--- config.mk ---
export PLATFORM = sky130hd
export DESIGN_NAME = seg7_scan_controller_flat
export DESIGN_NICKNAME = d
export VERILOG_FILES = /design/src/rtl/seg7_pkg.sv /design/src/rtl/seg7_scan_controller_if.sv /design/src/rtl/bcd.sv /design/src/rtl/seg7_scan_controller_dd.sv /design/src/rtl/seg7_scan_controller.sv /design/src/flat_wrapper.sv
export SDC_FILE = /design/constraint.sdc
export NUM_CORES = 1
export LEC_CHECK = 0
export CORE_UTILIZATION = 40
export CTS_BUF_LIST = sky130_fd_sc_hd__clkbuf_8
export DETAILED_ROUTE_END_ITERATION = 10
export MAX_ROUTING_LAYER = met4
export PLACE_DENSITY_LB_ADDON = 0.1
export SETUP_SLACK_MARGIN = 0.02
export SLEW_MARGIN = 20
export SYNTH_ARGS = -nofsm -noshare
export SYNTH_HDL_FRONTEND = slang
export SYNTH_SLANG_ARGS = --single-unit
--- constraint.sdc ---
create_clock -name clk -period 2.3 [get_ports clk]
set_input_delay 0.46 -clock clk [delete_from_list [all_inputs] [get_ports clk]]
set_output_delay 0.46 -clock clk [all_outputs]
set_load 0.02 [all_outputs]
--- src/rtl/seg7_pkg.sv ---
// rtl/seg7_pkg.sv - shared constants, digit codes and FSM encoding for the scan controller
package seg7_pkg;

  localparam logic [6:0] SEG_BLANK  = 7'b1111111;
  localparam logic [6:0] SEG_DASH   = 7'b0111111;
  localparam logic [3:0] CODE_BLANK = 4'hA;
  localparam logic [3:0] CODE_DASH  = 4'hB;

  typedef enum logic {
    ST_IDLE = 1'b0,
    ST_CONV = 1'b1
  } state_t;

  // Bits needed to count 0..n-1; never less than one.
  function automatic int clog2(input int n);
    int r;
    r = 0;
    while ((1 << r) < n) r++;
    return (r < 1) ? 1 : r;
  endfunction

endpackage

--- src/rtl/seg7_scan_controller_if.sv ---
// rtl/seg7_scan_controller_if.sv - value handshake between the output register and the controller
interface seg7_in_if #(parameter int WIDTH = 14);
  logic [WIDTH-1:0] in_value;
  logic             in_valid;
  logic             in_ready;
  logic             done;

  modport master (output in_value, output in_valid, input in_ready, input done);
  modport slave  (input in_value, input in_valid, output in_ready, output done);
endinterface

--- src/rtl/bcd.sv ---
// rtl/bcd.sv - existing decimal digit to active-low {g,f,e,d,c,b,a} segment decoder
module bcd (
  input  logic [4:0] bcd_i,
  output logic [6:0] seg_o
);
  always_comb begin
    case (bcd_i)
      5'd0:    seg_o = 7'b1000000;
      5'd1:    seg_o = 7'b1111001;
      5'd2:    seg_o = 7'b0100100;
      5'd3:    seg_o = 7'b0110000;
      5'd4:    seg_o = 7'b0011001;
      5'd5:    seg_o = 7'b0010010;
      5'd6:    seg_o = 7'b0000010;
      5'd7:    seg_o = 7'b1111000;
      5'd8:    seg_o = 7'b0000000;
      5'd9:    seg_o = 7'b0011000;
      default: seg_o = 7'bxxxxxxx;
    endcase
  end
endmodule

--- src/rtl/seg7_scan_controller_dd.sv ---
// rtl/seg7_scan_controller_dd.sv - one double-dabble iteration: add 3 to nibbles >= 5, then shift left
module double_dabble_step #(
  parameter int WIDTH  = 14,
  parameter int DIGITS = 4
) (
  input  logic [DIGITS*4-1:0] bcd_i,
  input  logic [WIDTH-1:0]    bin_i,
  output logic [DIGITS*4-1:0] bcd_o,
  output logic [WIDTH-1:0]    bin_o
);
  logic [DIGITS*4-1:0] adj;

  always_comb begin
    adj = bcd_i;
    for (int k = 0; k < DIGITS; k++) begin
      if (adj[k*4 +: 4] >= 4'd5) adj[k*4 +: 4] = adj[k*4 +: 4] + 4'd3;
    end
    bcd_o = {adj[DIGITS*4-2:0], bin_i[WIDTH-1]};
    bin_o = {bin_i[WIDTH-2:0], 1'b0};
  end
endmodule

--- src/rtl/seg7_scan_controller.sv ---
// rtl/seg7_scan_controller.sv - binary-to-BCD conversion and multiplexed 7-segment scan
module seg7_scan_controller
  import seg7_pkg::*;
#(
  parameter int WIDTH    = 14,
  parameter int DIGITS   = 4,
  parameter int SCAN_DIV = 50000,
  parameter int LZ_BLANK = 1
) (
  input  logic              clk,
  input  logic              reset_n,
  seg7_in_if.slave          in_if,
  output logic [6:0]        seg,
  output logic [DIGITS-1:0] an
);
  localparam int MAX_VALUE = 10**DIGITS - 1;
  localparam int ITW       = clog2(WIDTH);
  localparam int PW        = clog2(SCAN_DIV);
  localparam int IW        = clog2(DIGITS);

  state_t              state_q, state_d;
  logic [WIDTH-1:0]    shift_q, shift_nx;
  logic [DIGITS*4-1:0] bcd_q, bcd_nx;
  logic [ITW-1:0]      iter_q;
  logic                ovf_q;
  logic                done_q;
  logic [3:0]          digits_q [DIGITS];
  logic [PW-1:0]       presc_q;
  logic [IW-1:0]       idx_q;
  logic [6:0]          seg_q, seg_nx, dec_seg;
  logic [DIGITS-1:0]   an_q, lead_zero;
  logic [3:0]          show_code;
  logic [4:0]          dec_in;
  logic                accept, last_iter, zero_run;

  assign accept    = in_if.in_valid && (state_q == ST_IDLE);
  assign last_iter = (state_q == ST_CONV) && (iter_q == ITW'(WIDTH - 1));

  always_ff @(posedge clk or negedge reset_n) begin
    if (!reset_n) state_q <= ST_IDLE;
    else          state_q <= state_d;
  end

  always_comb begin
    state_d = state_q;
    case (state_q)
      ST_IDLE: if (in_if.in_valid) state_d = ST_CONV;
      ST_CONV: if (last_iter)      state_d = ST_IDLE;
      default: state_d = ST_IDLE;
    endcase
  end

  always_comb begin
    in_if.in_ready = (state_q == ST_IDLE);
    in_if.done     = done_q;
  end

  double_dabble_step #(.WIDTH(WIDTH), .DIGITS(DIGITS)) u_step (
    .bcd_i (bcd_q),
    .bin_i (shift_q),
    .bcd_o (bcd_nx),
    .bin_o (shift_nx)
  );

  // Digit registers are only written on the final iteration so the scan never sees partial BCD.
  always_ff @(posedge clk or negedge reset_n) begin
    if (!reset_n) begin
      shift_q <= '0;
      bcd_q   <= '0;
      iter_q  <= '0;
      ovf_q   <= 1'b0;
      done_q  <= 1'b0;
      for (int k = 0; k < DIGITS; k++) digits_q[k] <= 4'd0;
    end else begin
      done_q <= 1'b0;
      if (accept) begin
        shift_q <= in_if.in_value;
        bcd_q   <= '0;
        iter_q  <= '0;
        ovf_q   <= (int'(in_if.in_value) > MAX_VALUE);
      end else if (state_q == ST_CONV) begin
        shift_q <= shift_nx;
        bcd_q   <= bcd_nx;
        iter_q  <= iter_q + ITW'(1);
        if (last_iter) begin
          done_q <= 1'b1;
          for (int k = 0; k < DIGITS; k++)
            digits_q[k] <= ovf_q ? CODE_DASH : bcd_nx[k*4 +: 4];
        end
      end
    end
  end

  always_comb begin
    lead_zero = '0;
    zero_run  = 1'b1;
    for (int k = DIGITS - 1; k > 0; k--) begin
      zero_run     = zero_run && (digits_q[k] == 4'd0);
      lead_zero[k] = zero_run;
    end
  end

  // Blank and dash bypass the shared decoder so it only ever sees 0-9.
  always_comb begin
    show_code = digits_q[idx_q];
    if ((LZ_BLANK != 0) && lead_zero[idx_q]) show_code = CODE_BLANK;
    dec_in = (show_code <= 4'd9) ? {1'b0, show_code} : 5'd0;
  end

  bcd u_bcd (
    .bcd_i (dec_in),
    .seg_o (dec_seg)
  );

  always_comb begin
    if (show_code <= 4'd9)           seg_nx = dec_seg;
    else if (show_code == CODE_DASH) seg_nx = SEG_DASH;
    else                             seg_nx = SEG_BLANK;
  end

  always_ff @(posedge clk or negedge reset_n) begin
    if (!reset_n) begin
      presc_q <= '0;
      idx_q   <= '0;
      seg_q   <= SEG_BLANK;
      an_q    <= '1;
    end else begin
      seg_q <= seg_nx;
      an_q  <= ~(DIGITS'(1) << idx_q);
      if (presc_q == PW'(SCAN_DIV - 1)) begin
        presc_q <= '0;
        idx_q   <= (idx_q == IW'(DIGITS - 1)) ? '0 : idx_q + IW'(1);
      end else begin
        presc_q <= presc_q + PW'(1);
      end
    end
  end

  assign seg = seg_q;
  assign an  = an_q;
endmodule

--- src/flat_wrapper.sv ---
// flat-port wrapper written by rule: the top's interface ports become plain ports
module seg7_scan_controller_flat import seg7_pkg::*;
#(
  parameter int WIDTH    = 14,
  parameter int DIGITS   = 4,
  parameter int SCAN_DIV = 50000,
  parameter int LZ_BLANK = 1
)
  (clk, reset_n, seg, an, in_if_in_value, in_if_in_valid, in_if_in_ready, in_if_done);
  seg7_in_if #(.WIDTH(WIDTH)) in_if_i ();
  input  logic clk;
  input  logic reset_n;
  output logic [6:0] seg;
  output logic [DIGITS-1:0] an;
  input wire logic [$bits(in_if_i.in_value)-1:0] in_if_in_value;
  input wire logic [$bits(in_if_i.in_valid)-1:0] in_if_in_valid;
  output wire logic [$bits(in_if_i.in_ready)-1:0] in_if_in_ready;
  output wire logic [$bits(in_if_i.done)-1:0] in_if_done;
  assign in_if_i.in_value = in_if_in_value;
  assign in_if_i.in_valid = in_if_in_valid;
  assign in_if_in_ready = in_if_i.in_ready;
  assign in_if_done = in_if_i.done;
  seg7_scan_controller #(.WIDTH(WIDTH), .DIGITS(DIGITS), .SCAN_DIV(SCAN_DIV), .LZ_BLANK(LZ_BLANK)) u_core (.clk(clk), .reset_n(reset_n), .in_if(in_if_i), .seg(seg), .an(an));
endmodule
# ---- Word level (Yosys, flattened, before mapping)
# Memory sizes are Yosys's and may differ from the RTL's.
# Cells that the tools add are included.
dict set report op_classes {
  bitwise 4
  reduce_logical 9
  shift 1
  addsub 7
  muxes 32
  n_lt_le_gt_ge 8
  n_eq_ne 4
}
# cell count
set op_table {}
lappend op_table {{4-bit 2-to-1 mux} 13}
lappend op_table {{16-bit 2-to-1 mux} 3}
lappend op_table {{14-bit 2-to-1 mux} 2}
lappend op_table {{7-bit 2-to-1 mux} 3}
lappend op_table {{16-bit by 1-bit adder with 16-bit output, second input constant} 1}
lappend op_table {{16-bit equality test, second input constant} 1}
lappend op_table {{4-bit by 3-bit greater-or-equal comparator with 1-bit output, second input constant} 4}
lappend op_table {{14-bit > comparator, second input constant} 1}
lappend op_table {{4-bit by 2-bit adder with 4-bit output, second input constant} 3}
lappend op_table {{4-bit logical NOT} 3}
lappend op_table {{4-bit binary-select mux with 2-bit select} 1}
lappend op_table {{4-bit equality test, second input constant} 2}
lappend op_table {{1-bit 2-to-1 mux} 6}
lappend op_table {{4-bit by 1-bit adder with 4-bit output, second input constant} 1}
lappend op_table {{4-bit <= comparator, second input constant} 1}
lappend op_table {{1-bit logical AND} 4}
lappend op_table {{4-bit inverter} 1}
lappend op_table {{1-bit by 2-bit << shifter with 4-bit output, first input constant} 1}
lappend op_table {{3-bit by 2-bit adder with 3-bit output, second input constant} 1}
lappend op_table {{3-bit greater-or-equal comparator, second input constant} 1}
lappend op_table {{2-bit by 3-bit less-than comparator with 1-bit output, second input constant} 1}
lappend op_table {{3-bit 2-to-1 mux} 1}
lappend op_table {{2-bit inverter with 3-bit output} 1}
lappend op_table {{3-bit AND reduction} 1}
lappend op_table {{7 further kinds} 8}
dict set report totals {
  elab_cells 80
  regBits 82
  romBits 112
  mem_count 1
  input_bits 17
}
# name depth width read_ports rd_ports_with_merged_regs wr line_no
set mem_list {}
lappend mem_list {{(no name shown)} 16 7 1 0 0 bcd.sv:7} ;# case (bcd_i)

# ---- Longest topological paths before layout
# An unclocked memory read counts as a cell.
dict set report logic_depth {
  ltp_word 11
  ltp_mapped 10
  depth_no_buf 9
}

# ---- Hierarchy
# A second synthesis with hierarchy kept.
dict set report hier_totals {
  hier_cells 426
  area_unflattened_um2 4235.3
}
# mod seq_area_each_um2 area_each_um2 n_inst cells_each
set modules_own_cells {}
lappend modules_own_cells {seg7_scan_controller 2065.7 3574.7 1 328}
lappend modules_own_cells {double_dabble_step 0.0 501.7 1 76}
lappend modules_own_cells {bcd 0.0 158.9 1 22}

# ---- Worst setup path before layout
# No wires, ideal clock.
dict set report synth_path {
  kind {flip-flop to flip-flop}
  start {register u_core.idx_q[1]}
  end {register u_core.seg_q[1] (netlist: u_core.seg[1])}
  slack_ps 226
  synth_period_minus_slack_ps 2074
  setup_time_ps 91
  n_path_buf 1
  arrival_ps 1983
  stages_incl_launch_ff 9
  required_time_ps 2209
  cell_sequence {dfrtp_1 -> buf_6 -> mux4_2 -> clkinv_2 -> o211ai_4 -> nand2_1 -> nand2_1 -> ha_1 -> o31ai_1}
}
dict set report synth_between {
  elab_chain_cells 10
  elab_cells_between_ends 12
  classes_between {1 x order compare; 9 x mux; 1 x bitwise; 1 x memory}
}
# item line_no
set synth_lines {}
lappend synth_lines {{from (decl)} seg7_scan_controller.sv:29} ;# logic [IW-1:0] idx_q;
lappend synth_lines {{from (signal assigned)} seg7_scan_controller.sv:132} ;# idx_q <= (idx_q == IW'(DIGITS - 1)) ? '0 : idx_q + IW'(1);
lappend synth_lines {{2-bit inverter with 3-bit output (implied by the code)} seg7_scan_controller.sv:105} ;# show_code = digits_q[idx_q];
lappend synth_lines {{4-bit binary-select mux with 2-bit select} seg7_scan_controller.sv:105}
lappend synth_lines {{4-bit 2-to-1 mux (implied by the code) (2 in a row)} seg7_scan_controller.sv:105}
lappend synth_lines {{4-bit 2-to-1 mux *} seg7_scan_controller.sv:106} ;# if ((LZ_BLANK != 0) && lead_zero[idx_q]) show_code = CODE_BLANK;
lappend synth_lines {{4-bit <= comparator} {seg7_scan_controller.sv:107, seg7_scan_controller.sv:116}}
lappend synth_lines {{4-bit 2-to-1 mux} seg7_scan_controller.sv:107} ;# dec_in = (show_code <= 4'd9) ? {1'b0, show_code} : 5'd0;
lappend synth_lines {{memory read 16 x 7 bit} -}
lappend synth_lines {{7-bit 2-to-1 mux} bcd.sv:7}
lappend synth_lines {{7-bit 2-to-1 mux *} seg7_scan_controller.sv:116} ;# if (show_code <= 4'd9) seg_nx = dec_seg;
lappend synth_lines {{named net u_core.seg_nx[1]} seg7_scan_controller.sv:30} ;# logic [6:0] seg_q, seg_nx, dec_seg;
lappend synth_lines {{to (signal assigned)} seg7_scan_controller.sv:128} ;# seg_q <= seg_nx;
lappend synth_lines {{to (decl)} seg7_scan_controller.sv:30}
# The timed path passes the listed nets; every way through them passes the cells marked *. The select of a mux whose other input is x is not followed.
# A chain may end at the register's enable or synchronous reset.

# ---- Final worst setup path
# Same ends and word-level chain as after synthesis.

==> metrics.md <==
| Metric | Value |
|---|---|
| Outcome | completed |
| Yosys reg bits | 82 |
| PwrDens | 1160 nW/um^2 |
| Final #Nets | 475 |
| Drc violations | 0 |
| Dpl hpwl | 5380 um |
| PortBufs | 29 |
| Row cnt | 36 |
| Delay-heaviest family, CP | multiplexers |
| FF/Latch Area | 2070 um^2 |
| Final Cell Area | 4720 um^2 |
| Pre-CTS setup slack | 0.0647 ns |
| Largest stage delay, worst path | 0.55 ns |
| Psw | 2.05 mW |
| DP Area | 4530 um^2 |
| Initial antenna violation count | 0 |
| Hold Vio Cnt, Final | 0 |
| Aggregate global-route resource usage | 17.3% |
| Number of global-route vias before repair | 2828 |
| Gpl congestion | 0.892 |
| Max-slew violation count | 0 |
| Unrepaired setup endpoints after global routing | true |
| Num ports | 30 |
| Logic gate share of total power | 39.8% |
| Most frequent cells in the layout | dfrtp_1, nand2_1, nor2_1, o21ai_0, clkdlybuf4s50_1 |
| Worst vdd ir | 0.558 mV |
| Avg Inst Size Synth | 10.1 um^2 |
| Number of fill cells in the layout | 946 |
| Critical Path, Cell by Cell | mux4_2 > clkinv_2 > o211ai_4 > nand2_1 > nand2_1 > ha_1 > o31ai_1 |
| Layout cells sized above 1 | 10.9% |
| CP max FO | 5 |
| Ranking of synthesized cells by area | dfrtp_1, dfstp_2, ha_1 |
| Worst r2r src | u_core.idx_q[1]$_DFFE_PN0N_ |
| Starting Density | 41.4% |
| Most common cell after layout, fill and taps aside | dfrtp_1 |
| Area of the multi-input gates | 1840 um^2 |
| Die area | 10500 um^2 |
| Worst hold path class | primary input to async pin |
| Clk root buf | clkbuf_8 |
| Global-route wire length before repair | 13500 um |
| Antenna diodes | 0 |
| Die Span Y | 103 um |
| Yosys cell types | 44 |
| Worst-margin pin slew | 0.634 ns |
| Worst Path Arrival | 2.36 ns |
| Sequential share of the synthesized area | 51.0% |
| Via Count | 2870 |
| TritonCTS buffer count | 9 |
| Fin crit period | 2.11 ns |
| P&R area growth vs syn | 16.5% |
| Clock tree buffer depth | 2 |
| Cell Int Power | 3.44 mW |
| Depth of the worst register-to-register path | 7 |
| Post-Syn Nets | 438 |
| Worst Path Buf+Inv | 1 |
| Crit Path Category | flip-flop to flip-flop |
| Sw Share | 37.3% |
| CTS tree | built |
| Crit-path slowest cell | mux4_2 |
| Top cell type's share of synthesized area | 43.9% |
| Synth warn | 0 |
| Vias per Instance | 5.01 |
| Setup ws final | 0.187 ns |
| Cell taking the most area after synthesis | dfrtp_1 |
| Reg clk slew, reported paths | 0.08 ns |
| Horiz. Die Dim | 103 um |
| Leakage | 2.10 nW |
| Flop2flop setup slack | 0.19 ns |
| CORE AREA | 9770 um^2 |
| Worst clock skew | 0.0102 ns |
| GRT overflow | 0 |
| Startpoint types | flip-flop |
| Detail Route Antenna Nets | 0 |
| Slew HR | 57.6% |
| Largest net degree at the start of global routing | 35 |
| Max_cap viols | 0 |
| First-pass detailed-route iteration total | 4 |
| Fmax | 473 MHz |
| CP Data Required Time | 2.55 ns |
| Final-report setup violation count | 0 |
| Part of the power in registers | 42.8% |
| Detailed router's first-iteration violation count | 131 |
| Mapped Cells | 401 |
| CTS HTree Levels | 3 |
| Worst R2R End | u_core.seg[1]$_DFF_PN1_ |
| Clk sinks | 82 |
| Critical Path End Type | flip-flop |
| Total routed wirelength | 7670 um |
| Post-Syn Area | 4050 um^2 |
| Average wire per standard cell | 13.4 um |
| Skew-Pair Late Insertion Delay | 0.34 ns |
| Most common cell on crit path | nand2_1 |
| WP depth | 7 |
| Clk pwr share | 17.4% |
| Period utilization | 91.9% |
-- registers in the layout (all words and copies together) (netlist names) --
| signal | count |
|---|---|
| u_core.shift_q | 14 |
| u_core.state_q | 1 |
| u_core.idx_q | 2 |
| u_core.in_if.done | 1 |
| u_core.presc_q | 16 |
| u_core.seg | 7 |
| u_core.digits_q | 16 |
| u_core.bcd_q | 16 |
| u_core.iter_q | 4 |
| u_core.an | 4 |
| u_core.ovf_q | 1 |
-- power groups by stage --
| stage | Sequential [mW] | Combinational, mW | Clock (mW) |
|---|---|---|---|
| finish | 2.35 | 2.19 | 0.954 |
| global route | 2.42 | 2.53 | 1.06 |
| CTS | 2.35 | 2.20 | 1.01 |
| detailed placement | 2.37 | 2.19 | 0 |
| global placement | 2.37 | 2.15 | 0 |
| floorplan | 2.33 | 1.56 | 0 |
-- layout make-up --
type | instances | area share [%]
sequential | 82 | 43.8
multi-input combinational | 283 | 39.1
timing repair buffer | 41 | 8.27
tap | 133 | 3.53
clock buffer | 9 | 2.63
inverter | 21 | 1.70
clock inverter | 4 | 0.981
-- cell usage after synthesis, drive strengths merged --
library cell	n
and2	2
or2	2
a22o	4
ha	20
xnor2	11
o21bai	1
and3	2
nand2b	7
xor2	9
nor2b	2
mux4	4
o211ai	1
nand2	47
o21ai	38
mux2i	16
o31ai	7
inv	19
nand3	13
clkinv	2
a21o	3
dfstp	11
a2bb2oi	1
a32o	1
nand4	4
clkbuf	10
nor3	9
or3	4
dfrtp	71
a31oi	4
nor2	40
nor4	5
nor4b	1
nor3b	5
o32a	1
o21a	2
a21oi	16
buf	5
a21boi	1
-- cell families (layout without fill, tap and decap cells) --
kind of cell | count (synthesis) | count (layout) | share of synthesized area [%]
simple gates | 143 | 143 | 16.4
flops | 82 | 82 | 51.0
compound gates | 80 | 80 | 12.3
buf+inv | 36 | 75 | 3.61
fa+ha+maj | 20 | 20 | 6.18
xor+xnor | 20 | 20 | 4.33
mux | 20 | 20 | 6.18
-- through the flow --
| step | std cells | setup TNS (ns) | total power, mW | hold slack [ns] | utilization (%) |
|---|---|---|---|---|---|
| 2_1_floorplan | 401 | 0 | 3.90 | 0.164 | - |
| 3_3_place_gp | 558 | 0 | 4.51 | 0.435 | 46.3 |
| 3_5_place_dp | 558 | 0 | 4.57 | 0.432 | 46.3 |
| 4_1_cts | 571 | 0 | 5.56 | 0.0387 | 48.0 |
| 5_1_grt | 573 | -0.00207 | 6.01 | 0.0530 | 48.3 |
| 6_report | 573 | 0 | 5.49 | 0.0486 | 48.3 |
-- how the worst max path moves through the flow --
stage | startpoint | to | slack, ns
2_1_floorplan | u_core.idx_q[1]$_DFFE_PN0N_ | u_core.seg[1]$_DFF_PN1_ | 0.23
3_3_place_gp | u_core.idx_q[1]$_DFFE_PN0N_ | u_core.seg[1]$_DFF_PN1_ | 0.12
3_5_place_dp | u_core.idx_q[1]$_DFFE_PN0N_ | u_core.seg[1]$_DFF_PN1_ | 0.06
4_1_cts | u_core.idx_q[1]$_DFFE_PN0N_ | u_core.seg[1]$_DFF_PN1_ | 0.03
5_1_grt | u_core.digits_q[9]$_DFFE_PN0P_ | u_core.seg[5]$_DFF_PN1_ | -0.002
6_report | u_core.idx_q[1]$_DFFE_PN0N_ | u_core.seg[1]$_DFF_PN1_ | 0.19
-- worst reg2reg max path, cell delays in order, from the launching register on --
cell,delay (ns)
dfrtp_2,0.43
mux4_2,0.55
clkinv_2,0.11
o211ai_4,0.09
nand2_1,0.17
nand2_1,0.12
ha_1,0.31
o31ai_1,0.24
-- timing repair --
action / 4_1_cts / 5_1_grt
hold buffers: 0 / 0
setup buffers: 0 / 2
endpoints found under the setup margin: 0 / 6
gates resized for setup: 0 / 3
-- routing by layer --
layer,up-vias,part of all wire (%),GRT usage [%]
met2,35,47,26.9
met1,1382,49,21.9
met3,5,3.2,4.75
met4,0,0.80,5.82
met5,-,0,-
li1,1448,-,-
Note: power is estimated with default switching activity, not from simulation.
